File: config.mk
export PLATFORM = sky130hd
export DESIGN_NAME = vdma_cfg_sequencer
export DESIGN_NICKNAME = d
export VERILOG_FILES = /design/src/rtl/vdma_cfg_pkg.sv /design/src/rtl/axil_single_master.sv /design/src/rtl/vdma_cfg_sequencer.sv
export SDC_FILE = /design/constraint.sdc
export NUM_CORES = 1
export LEC_CHECK = 0
export CELL_PAD_IN_SITES_DETAIL_PLACEMENT = 1
export CELL_PAD_IN_SITES_GLOBAL_PLACEMENT = 1
export CORE_ASPECT_RATIO = 0.6
export CORE_MARGIN = 2
export CORE_UTILIZATION = 36
export DETAILED_ROUTE_END_ITERATION = 7
export PLACE_DENSITY_LB_ADDON = 0.1
export REMOVE_ABC_BUFFERS = 1
export SETUP_SLACK_MARGIN = 0.15
export SYNTH_ARGS = -nofsm -noshare
export SYNTH_HDL_FRONTEND = slang
export SYNTH_SLANG_ARGS = --single-unit
export TNS_END_PERCENT = 10
File: constraint.sdc
create_clock -name ps_clk -period 3.6 [get_ports ps_clk]
set_clock_uncertainty 0.2 [all_clocks]
set_input_delay 0.72 -clock ps_clk [delete_from_list [all_inputs] [get_ports ps_clk]]
set_output_delay 0.72 -clock ps_clk [all_outputs]
set_load 0.02 [all_outputs]
File: src/rtl/vdma_cfg_pkg.sv
// vdma_cfg_pkg: sequencer state codes, VDMA register offsets and control words.
// Optional watchdog in the bus engine is enabled by defining VDMA_TIMEOUT_EN.
package vdma_cfg_pkg;
    localparam logic [2:0] ST_IDLE  = 3'd0;
    localparam logic [2:0] ST_SRST  = 3'd1;
    localparam logic [2:0] ST_WAITR = 3'd2;
    localparam logic [2:0] ST_CFG   = 3'd3;
    localparam logic [2:0] ST_RUN   = 3'd4;
    localparam logic [2:0] ST_ERR   = 3'd5;
    localparam logic [2:0] ST_HALT  = 3'd6;

    localparam logic [7:0] OFF_DMACR      = 8'h00;
    localparam logic [7:0] OFF_DMASR      = 8'h04;
    localparam logic [7:0] OFF_VSIZE      = 8'h50;
    localparam logic [7:0] OFF_HSIZE      = 8'h54;
    localparam logic [7:0] OFF_STRIDE     = 8'h58;
    localparam logic [7:0] OFF_START_ADDR = 8'h5C;

    localparam logic [31:0] DMACR_RUN   = 32'h0000_0003;
    localparam logic [31:0] DMACR_RESET = 32'h0000_0004;
    localparam logic [31:0] DMACR_HALT  = 32'h0000_0000;
    localparam logic [31:0] ERR_MASK    = 32'h0000_4FF0;
endpackage

File: src/rtl/axil_single_master.sv
// axil_single_master: one-outstanding AXI4-Lite read/write engine.
// Transaction watchdog is active only when VDMA_TIMEOUT_EN is defined.
module axil_single_master #(
    parameter int A              = 32,
    parameter int TIMEOUT_CYCLES = 4096
) (
    input  logic         clk,
    input  logic         rst,
    input  logic         req,
    input  logic         we,
    input  logic [A-1:0] addr,
    input  logic [31:0]  wdata,
    output logic         done,
    output logic [31:0]  rdata,
    output logic         err,
    output logic         timeout,
    output logic [A-1:0] m_axi_awaddr,
    output logic         m_axi_awvalid,
    input  logic         m_axi_awready,
    output logic [31:0]  m_axi_wdata,
    output logic [3:0]   m_axi_wstrb,
    output logic         m_axi_wvalid,
    input  logic         m_axi_wready,
    input  logic [1:0]   m_axi_bresp,
    input  logic         m_axi_bvalid,
    output logic         m_axi_bready,
    output logic [A-1:0] m_axi_araddr,
    output logic         m_axi_arvalid,
    input  logic         m_axi_arready,
    input  logic [31:0]  m_axi_rdata,
    input  logic [1:0]   m_axi_rresp,
    input  logic         m_axi_rvalid,
    output logic         m_axi_rready
);
    // Handshakes: every valid/ready output is a flop, raised only when the engine is idle and
    // dropped on its own valid&ready edge; bready/rready stay high until the response arrives.
`ifdef VDMA_TIMEOUT_EN
    localparam logic WD_EN = 1'b1;
`else
    localparam logic WD_EN = 1'b0;
`endif

    logic        active;
    logic        expired;
    logic [31:0] wd_cnt;

    assign m_axi_wstrb = 4'hF;
    assign active  = m_axi_awvalid | m_axi_wvalid | m_axi_bready | m_axi_arvalid | m_axi_rready;
    assign expired = WD_EN && active && (wd_cnt == 32'(TIMEOUT_CYCLES - 1));

    always_ff @(posedge clk) begin
        if (rst) begin
            m_axi_awaddr  <= '0;
            m_axi_awvalid <= 1'b0;
            m_axi_wdata   <= '0;
            m_axi_wvalid  <= 1'b0;
            m_axi_bready  <= 1'b0;
            m_axi_araddr  <= '0;
            m_axi_arvalid <= 1'b0;
            m_axi_rready  <= 1'b0;
            done          <= 1'b0;
            err           <= 1'b0;
            timeout       <= 1'b0;
            rdata         <= '0;
            wd_cnt        <= '0;
        end else begin
            done    <= 1'b0;
            err     <= 1'b0;
            timeout <= 1'b0;
            wd_cnt  <= active ? wd_cnt + 32'd1 : 32'd0;
            if (req && !active) begin
                if (we) begin
                    m_axi_awaddr  <= addr;
                    m_axi_wdata   <= wdata;
                    m_axi_awvalid <= 1'b1;
                    m_axi_wvalid  <= 1'b1;
                    m_axi_bready  <= 1'b1;
                end else begin
                    m_axi_araddr  <= addr;
                    m_axi_arvalid <= 1'b1;
                end
            end
            if (m_axi_awvalid && m_axi_awready) m_axi_awvalid <= 1'b0;
            if (m_axi_wvalid && m_axi_wready)   m_axi_wvalid  <= 1'b0;
            if (m_axi_bready && m_axi_bvalid) begin
                m_axi_bready <= 1'b0;
                done         <= 1'b1;
                err          <= (m_axi_bresp != 2'b00);
            end
            if (m_axi_arvalid && m_axi_arready) begin
                m_axi_arvalid <= 1'b0;
                m_axi_rready  <= 1'b1;
            end
            if (m_axi_rready && m_axi_rvalid) begin
                m_axi_rready <= 1'b0;
                rdata        <= m_axi_rdata;
                done         <= 1'b1;
                err          <= (m_axi_rresp != 2'b00);
            end
            // Abort wins over a same-cycle response; a late response later meets a low ready.
            if (expired) begin
                m_axi_awvalid <= 1'b0;
                m_axi_wvalid  <= 1'b0;
                m_axi_bready  <= 1'b0;
                m_axi_arvalid <= 1'b0;
                m_axi_rready  <= 1'b0;
                done          <= 1'b1;
                err           <= 1'b1;
                timeout       <= 1'b1;
            end
        end
    end
endmodule

File: src/rtl/vdma_cfg_sequencer.sv
// vdma_cfg_sequencer: brings up the VDMA MM2S channel over AXI4-Lite, polls status, recovers on error.
// Define VDMA_TIMEOUT_EN to enable the per-transaction watchdog in the bus engine.
module vdma_cfg_sequencer
    import vdma_cfg_pkg::*;
#(
    parameter int          C_M_AXI_ADDR_WIDTH = 32,
    parameter int          C_M_AXI_DATA_WIDTH = 32,
    parameter logic [31:0] VDMA_BASEADDR      = 32'h4300_0000,
    parameter logic [31:0] FB_BASEADDR        = 32'h1000_0000,
    parameter int          VID_H_ACTIVE       = 1280,
    parameter int          VID_V_ACTIVE       = 720,
    parameter int          BYTES_PER_PIXEL    = 3,
    parameter int          NUM_FRAMES         = 3,
    parameter int          POLL_INTERVAL      = 1024,
    parameter int          TIMEOUT_CYCLES     = 4096
) (
    input  logic                          ps_clk,
    input  logic                          rst,
    input  logic                          start,
    input  logic                          stop,
    output logic [C_M_AXI_ADDR_WIDTH-1:0] m_axi_awaddr,
    output logic                          m_axi_awvalid,
    input  logic                          m_axi_awready,
    output logic [C_M_AXI_DATA_WIDTH-1:0] m_axi_wdata,
    output logic [3:0]                    m_axi_wstrb,
    output logic                          m_axi_wvalid,
    input  logic                          m_axi_wready,
    input  logic [1:0]                    m_axi_bresp,
    input  logic                          m_axi_bvalid,
    output logic                          m_axi_bready,
    output logic [C_M_AXI_ADDR_WIDTH-1:0] m_axi_araddr,
    output logic                          m_axi_arvalid,
    input  logic                          m_axi_arready,
    input  logic [C_M_AXI_DATA_WIDTH-1:0] m_axi_rdata,
    input  logic [1:0]                    m_axi_rresp,
    input  logic                          m_axi_rvalid,
    output logic                          m_axi_rready,
    output logic                          busy,
    output logic                          running,
    output logic                          dma_error,
    output logic [7:0]                    err_count,
    output logic [2:0]                    state_dbg
);
    localparam logic [31:0] HSIZE       = 32'(VID_H_ACTIVE * BYTES_PER_PIXEL);
    localparam logic [31:0] VSIZE       = 32'(VID_V_ACTIVE);
    localparam logic [31:0] FRAME_BYTES = HSIZE * VSIZE;
    localparam logic [3:0]  LAST_IDX    = 4'(NUM_FRAMES + 3);

    logic [2:0]  state;
    logic [3:0]  idx;
    logic [3:0]  fidx;
    logic [31:0] fb_addr;
    logic [31:0] poll_cnt;
    logic        pending;
    logic        stop_pend;
    logic        need, req, we;
    logic [7:0]  off;
    logic [31:0] req_wdata;
    logic        done, err, timeout;
    logic [31:0] rdata;

    assign busy      = (state != ST_IDLE) && (state != ST_RUN);
    assign running   = (state == ST_RUN);
    assign state_dbg = state;
    assign fidx      = idx - 4'd1;

    // CFG table: idx 0 = DMACR, 1..NUM_FRAMES = START_ADDR, then STRIDE, HSIZE, VSIZE.
    always_comb begin
        need      = 1'b0;
        we        = 1'b1;
        off       = OFF_DMACR;
        req_wdata = DMACR_HALT;
        case (state)
            ST_SRST: begin need = 1'b1; req_wdata = DMACR_RESET; end
            ST_WAITR: begin need = 1'b1; we = 1'b0; end
            ST_CFG: begin
                need = 1'b1;
                if (idx == 4'd0) begin
                    req_wdata = DMACR_RUN;
                end else if (idx <= 4'(NUM_FRAMES)) begin
                    off       = OFF_START_ADDR + {2'b00, fidx, 2'b00};
                    req_wdata = fb_addr;
                end else if (idx == 4'(NUM_FRAMES + 1)) begin
                    off = OFF_STRIDE; req_wdata = HSIZE;
                end else if (idx == 4'(NUM_FRAMES + 2)) begin
                    off = OFF_HSIZE; req_wdata = HSIZE;
                end else begin
                    off = OFF_VSIZE; req_wdata = VSIZE;
                end
            end
            ST_RUN: begin
                need = (poll_cnt == 32'(POLL_INTERVAL - 1));
                we   = 1'b0;
                off  = OFF_DMASR;
            end
            ST_ERR: begin need = 1'b1; off = OFF_DMASR; req_wdata = ERR_MASK; end
            ST_HALT: need = 1'b1;
            default: need = 1'b0;
        endcase
        req = need && !pending;
    end

    always_ff @(posedge ps_clk) begin
        if (rst) begin
            state     <= ST_IDLE;
            idx       <= '0;
            fb_addr   <= FB_BASEADDR;
            poll_cnt  <= '0;
            pending   <= 1'b0;
            stop_pend <= 1'b0;
            dma_error <= 1'b0;
            err_count <= '0;
        end else begin
            if (req) pending <= 1'b1;
            if (stop && state != ST_IDLE) stop_pend <= 1'b1;
            if (state == ST_IDLE && start) begin
                state     <= ST_SRST;
                stop_pend <= stop;
                dma_error <= 1'b0;
                err_count <= '0;
            end
            if (state == ST_RUN && !pending && poll_cnt != 32'(POLL_INTERVAL - 1))
                poll_cnt <= poll_cnt + 32'd1;
            if (done) begin
                pending <= 1'b0;
                if (timeout) begin
                    dma_error <= 1'b1;
                    state     <= ST_SRST;
                end else if (err || (state == ST_RUN && |(rdata & ERR_MASK))) begin
                    // A failure while clearing status goes straight to reset, counted once.
                    if (state == ST_ERR) begin
                        state <= ST_SRST;
                    end else begin
                        state     <= ST_ERR;
                        dma_error <= 1'b1;
                        if (err_count != 8'hFF) err_count <= err_count + 8'd1;
                    end
                end else begin
                    case (state)
                        ST_SRST: state <= ST_WAITR;
                        ST_WAITR: if (!rdata[2]) begin
                            state   <= ST_CFG;
                            idx     <= '0;
                            fb_addr <= FB_BASEADDR;
                        end
                        ST_CFG: begin
                            if (idx != 4'd0 && idx <= 4'(NUM_FRAMES)) fb_addr <= fb_addr + FRAME_BYTES;
                            if (idx == LAST_IDX) begin
                                state    <= ST_RUN;
                                poll_cnt <= '0;
                            end else begin
                                idx <= idx + 4'd1;
                            end
                        end
                        ST_RUN: begin
                            poll_cnt <= '0;
                            if (stop_pend) state <= ST_HALT;
                        end
                        ST_ERR: state <= ST_SRST;
                        ST_HALT: begin
                            state     <= ST_IDLE;
                            stop_pend <= 1'b0;
                        end
                        default: state <= ST_IDLE;
                    endcase
                end
            end
        end
    end

    axil_single_master #(
        .A              (C_M_AXI_ADDR_WIDTH),
        .TIMEOUT_CYCLES (TIMEOUT_CYCLES)
    ) u_bus (
        .clk           (ps_clk),
        .rst           (rst),
        .req           (req),
        .we            (we),
        .addr          (C_M_AXI_ADDR_WIDTH'(VDMA_BASEADDR + {24'd0, off})),
        .wdata         (req_wdata),
        .done          (done),
        .rdata         (rdata),
        .err           (err),
        .timeout       (timeout),
        .m_axi_awaddr  (m_axi_awaddr),
        .m_axi_awvalid (m_axi_awvalid),
        .m_axi_awready (m_axi_awready),
        .m_axi_wdata   (m_axi_wdata),
        .m_axi_wstrb   (m_axi_wstrb),
        .m_axi_wvalid  (m_axi_wvalid),
        .m_axi_wready  (m_axi_wready),
        .m_axi_bresp   (m_axi_bresp),
        .m_axi_bvalid  (m_axi_bvalid),
        .m_axi_bready  (m_axi_bready),
        .m_axi_araddr  (m_axi_araddr),
        .m_axi_arvalid (m_axi_arvalid),
        .m_axi_arready (m_axi_arready),
        .m_axi_rdata   (m_axi_rdata),
        .m_axi_rresp   (m_axi_rresp),
        .m_axi_rvalid  (m_axi_rvalid),
        .m_axi_rready  (m_axi_rready)
    );
endmodule

==> results of run 1 <==
==> kinds of logic (layout without fill, tap and decap cells) <==
logic type                 count (synthesis)  after routing
AOI/OAI and AO/OA                        148            148
xor gates and xnor gates                  38             38
adders and majority gates                 11             11
buffers and inverters                    116            151
DFF                                      128            128
muxes                                      6              6
other                                      2             50
and+or+nand+nor                          327            327
==> registers in the layout (all words and copies together), names as in the netlist, 3 cells and up <==
register,count
poll_cnt,32
u_bus.m_axi_wdata,27
fb_addr,20
u_bus.rdata,10
err_count,8
u_bus.m_axi_araddr,7
u_bus.m_axi_awaddr,7
idx,4
state_dbg,3
==> how the worst max path moves through the flow <==
stage,start,endpoint,depth (start not counted)
floorplan,state_dbg[2],u_bus.m_axi_awaddr[6],5
global placement,idx[0],fb_addr[29],7
detailed placement,idx[0],fb_addr[25],7
CTS,state_dbg[0],running,3
global route,state_dbg[0],running,3
finish,state_dbg[0],running,3
==> worst register-to-register path, stage by stage (launching register included) <==
cell,delay [ns]
dfxtp_1,0.53
inv_1,0.16
ha_1,0.33
nor3_1,0.34
a21oi_2,0.21
or4_1,0.58
or3_1,0.36
a21oi_1,0.16
==> layer usage <==
metal	GRT usage	wire length [um]	part of all wire	up-vias
met4	0.0514	187	0.010	0
met5	0	0	0	-
met1	0.289	9270	0.51	2751
met3	0.0544	1130	0.063	18
met2	0.290	7470	0.41	152
li1	-	-	-	2777
==> cells in the final DEF (no fill, tap or decap), types with 13 or more instances in the layout <==
cell type and n:
dfxtp_1 128, nand4_1 19, a21oi_1 74, or3_1 20
nor4_1 13, xnor2_1 19, conb_1 50, inv_1 19
nor3_1 16, o21ai_0 27, clkdlybuf4s50_1 90, nand3_1 45
xor2_1 19, nor2_1 62, clkbuf_16 17, nand2_1 78
==> power groups by stage <==
stage          clock network (mW)  logic, mW  registers (mW)
3_5_place_dp                    0      0.275            1.49
5_1_grt                      2.08      0.299            1.46
4_1_cts                      2.01      0.276            1.46
3_3_place_gp                    0      0.270            1.49
6_report                     1.97      0.275            1.46
2_1_floorplan                   0      0.121            1.51
==> cell type report <==
class                           count  area [um2]
Multi-Input combinational cell    580        3350
Tap cell                          234         293
Inverter                           19        71.3
Fill cell                        2016        9350
Timing Repair Buffer              101         981
Sequential cell                   128        2560
Clock buffer                       18         429
Clock inverter                     13         235
==> results_dict.tcl, run 1 <==
set metrics [dict create \
    path_clk_slew_ns 0.06 \
    min_period_ns 3.17 \
    synth_simple_gate_area_frac 0.273 \
    cp-end-kind "output pin" \
    via_per_inst 5.21 \
    synthAdderAreaFrac 0.0215 \
    vdd_drop_max_mv 0.296 \
    post_drt_wl_per_cell_um 16.5 \
    synth_edf_count 0 \
    synth_compound_area_frac 0.137 \
    finalCritPeriodShare 0.880 \
    grt_pass1_vias 5822 \
    htreeDepth 4 \
    setup_tns_ns 0 \
    cts_setup_buffers 0 \
    drc 0 \
    setup_slack_ns 0.431 \
    hold-path-endpoint "u_bus.m_axi_wdata[29]" \
    drv_slew 0 \
    hp-class "reg -> reg" \
    critPathRequiredTime_ns 2.68 \
    reg2reg_depth 7 \
    io_pins 164 \
    min_from "u_bus.m_axi_wdata[29]" \
    hold_buffers 0 \
    p_clk_frac 0.532 \
    dp.cells 1062 \
    synth_cell_types 68 \
    critPathSlowestCell "clkdlybuf4s50_1" \
    globalplace.congestion 0.787 \
    cts_resized 0 \
    root_buffer "clkbuf_16" \
    nets 903 \
    synth.largest_area_cell "dfxtp_1" \
    insertion_delay_ns 0.41 \
    n_antenna_cell 0 \
    worstPathArrival_ns 2.25 \
    grt_max_degree 36 \
    p_per_area_mw_per_mm2 468 \
    yosys.area.top_type_share 0.401 \
    syn_area_per_cell_um2 8.24 \
    cts_sinks 128 \
    dieArea_mm2 0.0189 \
    ys_seq_area_frac 0.401 \
    synth_seq_cells 128 \
    area_delta_synth_final_pct 23.8 \
    r2r-start "idx[0]" \
    drive_above_1_share 0.0687 \
    outcome "complete, no violations" \
    seqPwrFrac 0.393 \
    num_rows 37 \
    p_int_mw 2.83 \
    tightest_slew_ns 0.940 \
    numCtsBuffers 17 \
    stdcell_count 1093 \
    crit_family "buffers and inverters" \
    synth_top_family_by_area "simple AND/OR/NAND/NOR gates" \
    p_leak_nw 2.85 \
    cts_tree "yes" \
    antenna_found_initial 0 \
    rsz0062_at_grt "false" \
    comb_power_share 0.074 \
    switching_power_mw 0.877 \
    die_h_um 107 \
    slowest_delay_ns 0.63 \
    ys.flop_type "dfxtp_1" \
    synth_area_leaders "dfxtp_1, buf_4, a21oi_1" \
    grt_pass1_wl_um 30200 \
    cap_violations 0 \
    die_w_um 176 \
    netlist_instances 776 \
    postSynth.asyncResetShare 0 \
    fmax_ghz 0.316 \
    synth-warning-count 0 \
    routed_wl_um 18100 \
    synth_commonest_cells "dfxtp_1, nand2_1, a21oi_1, nor2_1, buf_4" \
    dp_slack_ns 0.685 \
    synth_xor_area_frac 0.0520 \
    rr_endpoint "fb_addr[25]" \
    dr.pass1.iters 4 \
    maxSlewHeadroom 0.368 \
    dpl.hpwl_um 13000 \
    postLayoutCoreUtil 0.459 \
    syn_area_mm2 0.00640 \
    grt-ovfl-total 0 \
    path_class "reg -> out" \
    yosysMostFrequentCell "dfxtp_1" \
    critPathMaxFanout 19 \
    hold_depth 2 \
    hold_viol_final 0 \
    coreArea_mm2 0.0173 \
    drtIter0Drc 255 \
    p_total_mw 3.70 \
    num_vias 5698 \
    setup_viol 0 \
    ff2ff_setup_slack_ns 0.65 \
    worst-path-buf-inv 2 \
    crit_chain "or3b_1 -> inv_1 -> clkdlybuf4s50_1" \
    postRouteAntennaNets 0 \
    io_buffers 91 \
    whs_ns 0.248 \
    clk_path_buf_depth 2 \
    placed_area_mm2 0.00725 \
    initial_core_util 0.370 \
    p_sw_frac 0.237 \
    worst_setup_path_start_kind "register" \
    final_area_mm2 0.00792 \
    synthMuxAreaShare 0.00958 \
    track_usage 0.199 \
]
Power figures use the tool's default switching activity.
==> inputs of run 2 (changes only) <==
--- a/config.mk
+++ b/config.mk
@@ -5,11 +5,12 @@
 export SDC_FILE = /design/constraint.sdc
 export NUM_CORES = 1
 export LEC_CHECK = 0
+export CAP_MARGIN = 10
 export CELL_PAD_IN_SITES_DETAIL_PLACEMENT = 1
 export CELL_PAD_IN_SITES_GLOBAL_PLACEMENT = 1
 export CORE_ASPECT_RATIO = 0.6
 export CORE_MARGIN = 2
-export CORE_UTILIZATION = 36
+export CORE_UTILIZATION = 39
 export DETAILED_ROUTE_END_ITERATION = 7
 export PLACE_DENSITY_LB_ADDON = 0.1
 export REMOVE_ABC_BUFFERS = 1
==> constraint.sdc (replaced) <==
create_clock -name ps_clk -period 3.8 [get_ports ps_clk]
set_clock_uncertainty 0.2 [all_clocks]
set_input_delay 0.76 -clock ps_clk [delete_from_list [all_inputs] [get_ports ps_clk]]
set_output_delay 0.76 -clock ps_clk [all_outputs]
set_load 0.02 [all_outputs]
==> results_dict.tcl, run 2 (same netlist as run 1, synthesis figures left out) <==
set metrics [dict create \
    routed_wl_um 18200 \
    outcome "complete, no violations" \
    numCtsBuffers 17 \
    antenna_found_initial 1 \
    p_per_area_mw_per_mm2 436 \
    initial_core_util 0.397 \
    maxSlewHeadroom 0.313 \
    vdd_drop_max_mv 0.269 \
    n_antenna_cell 0 \
    cap_violations 0 \
    area_delta_synth_final_pct 22.6 \
    track_usage 0.210 \
    min_period_ns 3.31 \
    num_vias 5680 \
    drtIter0Drc 290 \
    critPathMaxFanout 17 \
    drc 0 \
    die_h_um 103 \
    clk_path_buf_depth 2 \
    cts_sinks 128 \
    tightest_slew_ns 1.02 \
    critPathSlowestCell "dfxtp_1" \
    top_register "poll_cnt" \
    path_clk_slew_ns 0.06 \
    io_pins 164 \
    setup_tns_ns 0 \
    grt_max_degree 41 \
    largestRegisters "poll_cnt: 32 flops, u_bus.m_axi_wdata: 27 flops, fb_addr: 20 flops" \
    final_cell_mix "dfxtp_1, clkdlybuf4s50_1, nand2_1" \
    dr.pass1.iters 4 \
    setup_viol 0 \
    hold_buffers 0 \
    post_drt_wl_per_cell_um 17.1 \
    drv_slew 0 \
    htreeDepth 4 \
    path_class "reg -> out" \
    cts_tree "yes" \
    grt_pass1_vias 5571 \
    grt-ovfl-total 0 \
    io_buffers 91 \
    dpl.hpwl_um 13000 \
    grt_pass1_wl_um 28900 \
    hold_depth 2 \
    crit_chain "or3b_1 -> inv_1 -> clkdlybuf4s50_1" \
    postRouteAntennaNets 0 \
    rsz0062_at_grt "false" \
    worst_setup_path_start_kind "register" \
    cts_resized 0 \
    critPathRequiredTime_ns 2.84 \
    fmax_ghz 0.302 \
    cts_setup_buffers 0 \
    hold_viol_final 0 \
    drive_above_1_share 0.0676 \
    cp-end-kind "output pin" \
    num_rows 36 \
    largest_register_ffs 32 \
    p_total_mw 3.42 \
    reg2reg_depth 7 \
    hp-class "reg -> reg" \
    via_per_inst 5.32 \
    dieArea_mm2 0.0175 \
    finalCritPeriodShare 0.872 \
    coreArea_mm2 0.0161 \
    nets 901 \
    insertion_delay_ns 0.42 \
    globalplace.congestion 0.798 \
    die_w_um 169 \
    p_leak_nw 2.83 \
    worstPathArrival_ns 2.35 \
    root_buffer "clkbuf_16" \
    slowest_delay_ns 0.67 \
    final_common_cell "dfxtp_1" \
]
==> run 2: final timing paths <==
path,from,end,slack (ns)
worst min-delay path,u_bus.m_axi_wdata[21],u_bus.m_axi_wdata[21],0.25
worst max-delay path,state_dbg[2],running,0.49
worst max register to register,idx[0],fb_addr[23],0.80
worst min register to register,u_bus.m_axi_wdata[21],u_bus.m_axi_wdata[21],0.25
==> run 2: report_power, final <==
group / switching, mW / leakage, nW / total (mW) / internal [mW]
registers: 0.0224 / 1.03 / 1.38 / 1.36
clock network: 0.663 / 0.302 / 1.77 / 1.11
logic: 0.174 / 1.49 / 0.261 / 0.0868
total: 0.860 / 2.83 / 3.42 / 2.56
==> run 2: stage by stage <==
step	util	instances	hold WS (ns)	setup slack [ns]	cell area, um2
2_1_floorplan	-	727	0.230	0.864	5980
6_report	0.486	1067	0.252	0.486	7840
5_1_grt	0.486	1067	0.272	0.332	7840
4_1_cts	0.486	1067	0.258	0.466	7840
3_5_place_dp	0.447	1035	0.249	0.863	7210
3_3_place_gp	0.447	1035	0.241	0.972	7210
==> run 2: layout make-up <==
cell class / count / area [um2]
sequential: 128 / 2560
clock inverter: 14 / 205
inverter: 19 / 71.3
timing repair buffer: 99 / 966
tap: 209 / 262
clock buffer: 18 / 429
multi-input combinational: 580 / 3350
fill: 1919 / 8280
==> run 2: worst max-delay path, delay by kind of cell (launching register included) <==
family | cells | cell delay, ns
simple gates | 1 | 0.51
buf+inv | 2 | 0.75
flops | 1 | 0.67
==> run 2: per-layer routing <==
| layer | track usage | share of wire | vias up |
|---|---|---|---|
| li1 | - | - | 2766 |
| met3 | 0.0514 | 0.044 | 17 |
| met1 | 0.289 | 0.51 | 2760 |
| met2 | 0.330 | 0.44 | 137 |
| met5 | 0 | 0 | - |
| met4 | 0.0638 | 0.0082 | 0 |
